`config.mk`:
```
export PLATFORM = sky130hd
export DESIGN_NAME = mcu_sched
export DESIGN_NICKNAME = d
export VERILOG_FILES = /design/src/rtl/mcu_sched.sv
export SDC_FILE = /design/constraint.sdc
export NUM_CORES = 1
export LEC_CHECK = 0
export CAP_MARGIN = 40
export CORE_MARGIN = 10
export CORE_UTILIZATION = 56
export CTS_CLUSTER_SIZE = 20
export DETAILED_ROUTE_END_ITERATION = 8
export MAX_ROUTING_LAYER = met4
export PLACE_DENSITY = 0.8
export RECOVER_POWER = 50
export SLEW_MARGIN = 20
export SYNTH_ARGS = -nofsm -noshare
export SYNTH_HDL_FRONTEND = slang
export SYNTH_SLANG_ARGS = --single-unit
```
`constraint.sdc`:
```
create_clock -name clk -period 2.8 [get_ports clk]
set_input_delay 0.56 -clock clk [delete_from_list [all_inputs] [get_ports clk]]
set_output_delay 0.56 -clock clk [all_outputs]
set_load 0.005 [all_outputs]
```
`src/rtl/mcu_sched.sv`:
```
// -----------------------------------------------------------------------------
// mcu_sched -- block scheduler between the JPEG entropy decoder and the
// deQuant/IDCT stage.
//
// Each MCU is Y_PER_MCU luma blocks (ch 0), then one Cb block (ch 1), then
// one Cr block (ch 2). The scheduler accepts blocks from the decoder and
// tags each one with its channel. A one-entry output register presents the
// tagged block downstream.
//
// Parameters
//   Y_PER_MCU : luma blocks per MCU (1, 2 or 4)
//   CNT_W     : MCU counter width
//
// Ports
//   clk       : clock, rising edge
//   rst_n     : asynchronous active-low reset
//   start     : one-cycle pulse that begins an image (sampled only in IDLE)
//   num_mcus  : MCUs in the image, captured on start
//   in_valid  : decoder has a block
//   in_ready  : scheduler accepts a block this cycle
//   out_valid : a block is presented downstream
//   out_ready : downstream accepts the block
//   ch_out    : channel of the presented block (0=Y, 1=Cb, 2=Cr)
//   blk_load  : external block register load strobe (in_valid & in_ready)
//   busy      : state is not IDLE
//   done      : one-cycle pulse after the last block is taken downstream
//   err       : (only with MCU_SCHED_ERR_EN) sticky protocol error
//
// Optional feature macro: MCU_SCHED_ERR_EN adds the err output and its logic.
// -----------------------------------------------------------------------------
module mcu_sched #(
  parameter int Y_PER_MCU = 4,
  parameter int CNT_W     = 16
) (
  input  logic             clk,
  input  logic             rst_n,
  input  logic             start,
  input  logic [CNT_W-1:0] num_mcus,
  input  logic             in_valid,
  output logic             in_ready,
  output logic             out_valid,
  input  logic             out_ready,
  output logic [1:0]       ch_out,
  output logic             blk_load,
  output logic             busy,
  output logic             done
`ifdef MCU_SCHED_ERR_EN
  ,output logic            err
`endif
);

  // Block index runs 0 .. Y_PER_MCU+1 within one MCU.
  localparam int IDX_W = $clog2(Y_PER_MCU + 2);

  typedef enum logic [1:0] {
    S_IDLE  = 2'd0,
    S_RUN   = 2'd1,
    S_FLUSH = 2'd2
  } state_t;

  state_t           r_state;
  logic [IDX_W-1:0] r_blk_idx;
  logic [CNT_W-1:0] r_mcu_cnt;
  logic [CNT_W-1:0] r_last_mcu;
  logic             r_out_valid;
  logic [1:0]       r_ch;
  logic             r_done;

  logic             w_in_ready;
  logic             w_in_xfer;
  logic             w_out_xfer;
  logic [1:0]       w_cur_ch;
  logic             w_last_blk;
  logic             w_last_mcu;

  // The output register can take a new block when empty or when it empties
  // in this same cycle, so a continuous stream moves with no bubble.
  assign w_in_ready = (r_state == S_RUN) & (~r_out_valid | out_ready);
  assign w_in_xfer  = in_valid & w_in_ready;
  assign w_out_xfer = r_out_valid & out_ready;

  assign w_last_blk = (r_blk_idx == IDX_W'(Y_PER_MCU + 1));
  // Compare against num_mcus-1, so num_mcus = 2^CNT_W-1 still terminates
  // before the counter wraps.
  assign w_last_mcu = (r_mcu_cnt == r_last_mcu);

  always_comb begin
    w_cur_ch = 2'd2;
    if (r_blk_idx < IDX_W'(Y_PER_MCU))
      w_cur_ch = 2'd0;
    else if (r_blk_idx == IDX_W'(Y_PER_MCU))
      w_cur_ch = 2'd1;
  end

  always_ff @(posedge clk or negedge rst_n) begin
    if (!rst_n) begin
      r_state     <= S_IDLE;
      r_blk_idx   <= '0;
      r_mcu_cnt   <= '0;
      r_last_mcu  <= '0;
      r_out_valid <= 1'b0;
      r_ch        <= 2'd0;
      r_done      <= 1'b0;
    end else begin
      r_done <= 1'b0;
      case (r_state)
        S_IDLE: begin
          if (start) begin
            if (num_mcus == '0) begin
              // Empty image: report completion without leaving IDLE.
              r_done <= 1'b1;
            end else begin
              r_state    <= S_RUN;
              r_last_mcu <= num_mcus - CNT_W'(1);
              r_mcu_cnt  <= '0;
              r_blk_idx  <= '0;
            end
          end
        end
        S_RUN: begin
          if (w_in_xfer) begin
            if (w_last_blk) begin
              r_blk_idx <= '0;
              r_mcu_cnt <= r_mcu_cnt + CNT_W'(1);
              if (w_last_mcu)
                r_state <= S_FLUSH;
            end else begin
              r_blk_idx <= r_blk_idx + IDX_W'(1);
            end
          end
        end
        S_FLUSH: begin
          // The last block always sits in the output register here.
          if (w_out_xfer) begin
            r_state <= S_IDLE;
            r_done  <= 1'b1;
          end
        end
        default: r_state <= S_IDLE;
      endcase

      // One-entry output register; a load wins over an unload.
      if (w_in_xfer) begin
        r_out_valid <= 1'b1;
        r_ch        <= w_cur_ch;
      end else if (w_out_xfer) begin
        r_out_valid <= 1'b0;
      end
    end
  end

  assign in_ready  = w_in_ready;
  assign blk_load  = w_in_xfer;
  assign out_valid = r_out_valid;
  assign ch_out    = r_ch;
  assign busy      = (r_state != S_IDLE);
  assign done      = r_done;

`ifdef MCU_SCHED_ERR_EN
  logic r_err;

  // A new start clears the flag; extra blocks outside RUN or a start while
  // busy set it.
  always_ff @(posedge clk or negedge rst_n) begin
    if (!rst_n)
      r_err <= 1'b0;
    else if (start && (r_state == S_IDLE))
      r_err <= 1'b0;
    else if ((in_valid && (r_state != S_RUN)) || (start && (r_state != S_IDLE)))
      r_err <= 1'b1;
  end

  assign err = r_err;
`endif

endmodule

```
==> results.json <==
{
  "crit_required_ns": 2.24,
  "pwr-share-clk_pct": 26.8,
  "p_sw_share_pct": 29.50,
  "worstSetupStartpointType": "input port",
  "rr_endpoint": "r_mcu_cnt[7]$_DFFE_PN0P_",
  "syn_inst": 275,
  "seq_area_mm2": 0.001026,
  "seqPwrFrac_pct": 53.4,
  "cts_resized": 0,
  "ys_warn_count": 0,
  "first_pass_iters": 4,
  "combPwrFrac_pct": 19.8,
  "violations": "capacitance limit, slew limit",
  "r2r_cells": 5,
  "arrival_ns": 2.00,
  "multi_input_area_mm2": 0.001344,
  "cp_max_fo": 4,
  "syn-num-nets": 299,
  "rows": 24,
  "tightest_slew_ns": 1.608,
  "cts_tree": "done",
  "setup.worst_path.end_class": "output port",
  "fin_crit_sh_pct": 91.41,
  "ys_seq_elements": 41,
  "cts.sinks": 41,
  "final_cell_mix": "41 x dfrtp_1, 29 x nand2_1, 25 x clkdlybuf4s50_1",
  "hold_violations": 0,
  "reg2reg_slack_ns": 0.63,
  "clk_latency_ns": 0.29,
  "avgSynthCellArea_um2": 9.018,
  "place_congestion": 0.8055,
  "p_int_w": 0.001029,
  "nNetsFinal": 327,
  "slew_viol_final": 32,
  "grt-ovfl-total": 0,
  "numCtsBuffers": 5,
  "max_slew_margin_pct": -7.224,
  "clockBufferDepth": 2,
  "fin_setup_tns_ns": 0,
  "path_class": "in2out",
  "syn2layout_area_growth_pct": 16.20,
  "design_area_mm2": 0.002882,
  "rsz0062_at_grt": "no",
  "power_switching_w": 0.0004305,
  "cap_violations": 1,
  "status": "finished with violations",
  "cts_hold_buffers": 0,
  "finalSetupViolCount": 0,
  "postCtsSetupRepairBufs": 0,
  "place_area_mm2": 0.002824,
  "routed_wl_mm": 5.357,
  "io_pins": 28,
  "crit_start": "out_ready",
  "drc_errors": 0,
  "p_leak_nw": 1.205,
  "fillCellCount": 377,
  "grtUsageTotal_pct": 15.46,
  "die_y_um": 86.55,
  "diodes": 0,
  "synth_edf_count": 0,
  "initial_utilization_pct": 57.35,
  "grt_pass1_wl_mm": 9.287,
  "die-area_mm2": 0.007490,
  "dpl.hpwl_mm": 4.120,
  "syn-cell-area_mm2": 0.002480,
  "fin_worst_skew_ns": 0.002799,
  "io_buffers": 27,
  "grt_start_max_net_pins": 33,
  "drtIter0Drc": 155,
  "ant_nets": 0,
  "vdd.ir_drop.worst_mv": 0.2742,
  "final_common_cell": "dfrtp_1",
  "async_reset_ff_share_pct": 100.0,
  "drive_gt1_share_pct": 6.601,
  "ys_types": 42,
  "vias_per_cell": 5.873,
  "crit_end": "blk_load",
  "antenna_found_initial": 0,
  "die_w_um": 86.55,
  "vias": 2085,
  "grt_pass1_vias": 2040,
  "coreArea_mm2": 0.004324,
  "htree_levels": 2,
  "max_freq_mhz": 390.7,
  "ys.flop_type": "dfrtp_1",
  "r2r-start": "out_valid$_DFFE_PN0P_",
  "path_clk_slew_ns": 0.07,
  "cts_root_buf": "clkbuf_8",
  "fin_crit_ns": 2.559,
  "power-per-cell-area_mw_per_mm2": 506.5,
  "route.detailed.wl_per_inst_um": 15.09,
  "yosysSeqAreaShare_pct": 41.37,
  "hp-class": "in2async"
}
final cells by class:
cell class / count / share of cell area, %
clock buffers: 7 / 2.996
repair buffers: 34 / 11.59
flip-flops and latches: 41 / 35.61
multi-input cells: 214 / 46.63
well taps: 52 / 2.258
inverters: 7 / 0.9119
routing by layer:
metal	global-route usage, %	share of wire, %
met4	5.449	1.4
met2	23.76	46
met1	20.00	49
met5	-	0
met3	2.720	4.4
power groups by stage:
stage	Combinational, W	Sequential [W]	Clock, W
3_5_place_dp	0.000297	0.000790	0
3_3_place_gp	0.000285	0.000787	0
2_1_floorplan	0.000190	0.000763	0
4_1_cts	0.000299	0.000779	0.000398
6_report	0.000289	0.000779	0.000391
5_1_grt	0.000333	0.000798	0.000426
critical path, stage by stage:
cell	delay, ns
dlygate4sd3_1	0.58
nor2b_1	0.22
nor2_1	0.09
nand2_1	0.09
inv_1	0.04
clkdlybuf4s50_1	0.43
synthesized netlist by cell type, drive strengths merged (8+ instances only):
library cell  instances  share of area [%]
xor2                 23                8.1
nand2b                8                2.0
o21ai                24                4.8
nand2                29                4.4
a21oi                17                3.4
dfrtp                41                 41
nor2                 19                2.9
xnor2                10                3.5
o31ai                 8                2.4
nand3                 9                1.8
or4                  12                3.8
state kept, by name (all words and copies together), names as in the netlist:
name and cells:
r_last_mcu 16, r_mcu_cnt 16, r_blk_idx 3, ch_out 2, r_state 2, done 1, out_valid 1
cell families after synthesis:
family,share of synthesized area [%]
and+or+nand+nor,26.14
adders and majority gates,1.514
buffers and inverters,4.137
DFF,41.37
muxes,1.312
AOI/OAI and AO/OA,13.88
xor gates and xnor gates,11.65
metrics by stage:
stage	worst slack [ns]	hold slack [ns]	utilization, %	std cells	total power, W
finish	0.2405	0.2339	66.64	355	0.001459
global placement	0.1234	0.4606	64.84	347	0.001072
detailed placement	0.05111	0.4582	65.31	348	0.001088
floorplan	0.6242	0.2644	-	275	0.0009523
CTS	0.2848	0.1420	67.30	355	0.001476
global route	0.1320	0.2854	66.64	355	0.001558
how the worst min path moves through the flow:
stage,from,endpoint,slack (ns),depth (start not counted)
after floorplan,rst_n,ch_out[0]$_DFFE_PN0P_,0.26,0
after global placement,ch_out[0]$_DFFE_PN0P_,ch_out[0]$_DFFE_PN0P_,0.46,2
after detailed placement,rst_n,ch_out[1]$_DFFE_PN0P_,0.46,1
after CTS,rst_n,done$_DFF_PN0_,0.14,1
after global routing,rst_n,done$_DFF_PN0_,0.29,1
final,rst_n,done$_DFF_PN0_,0.23,1
Power figures use the tool's default switching activity.
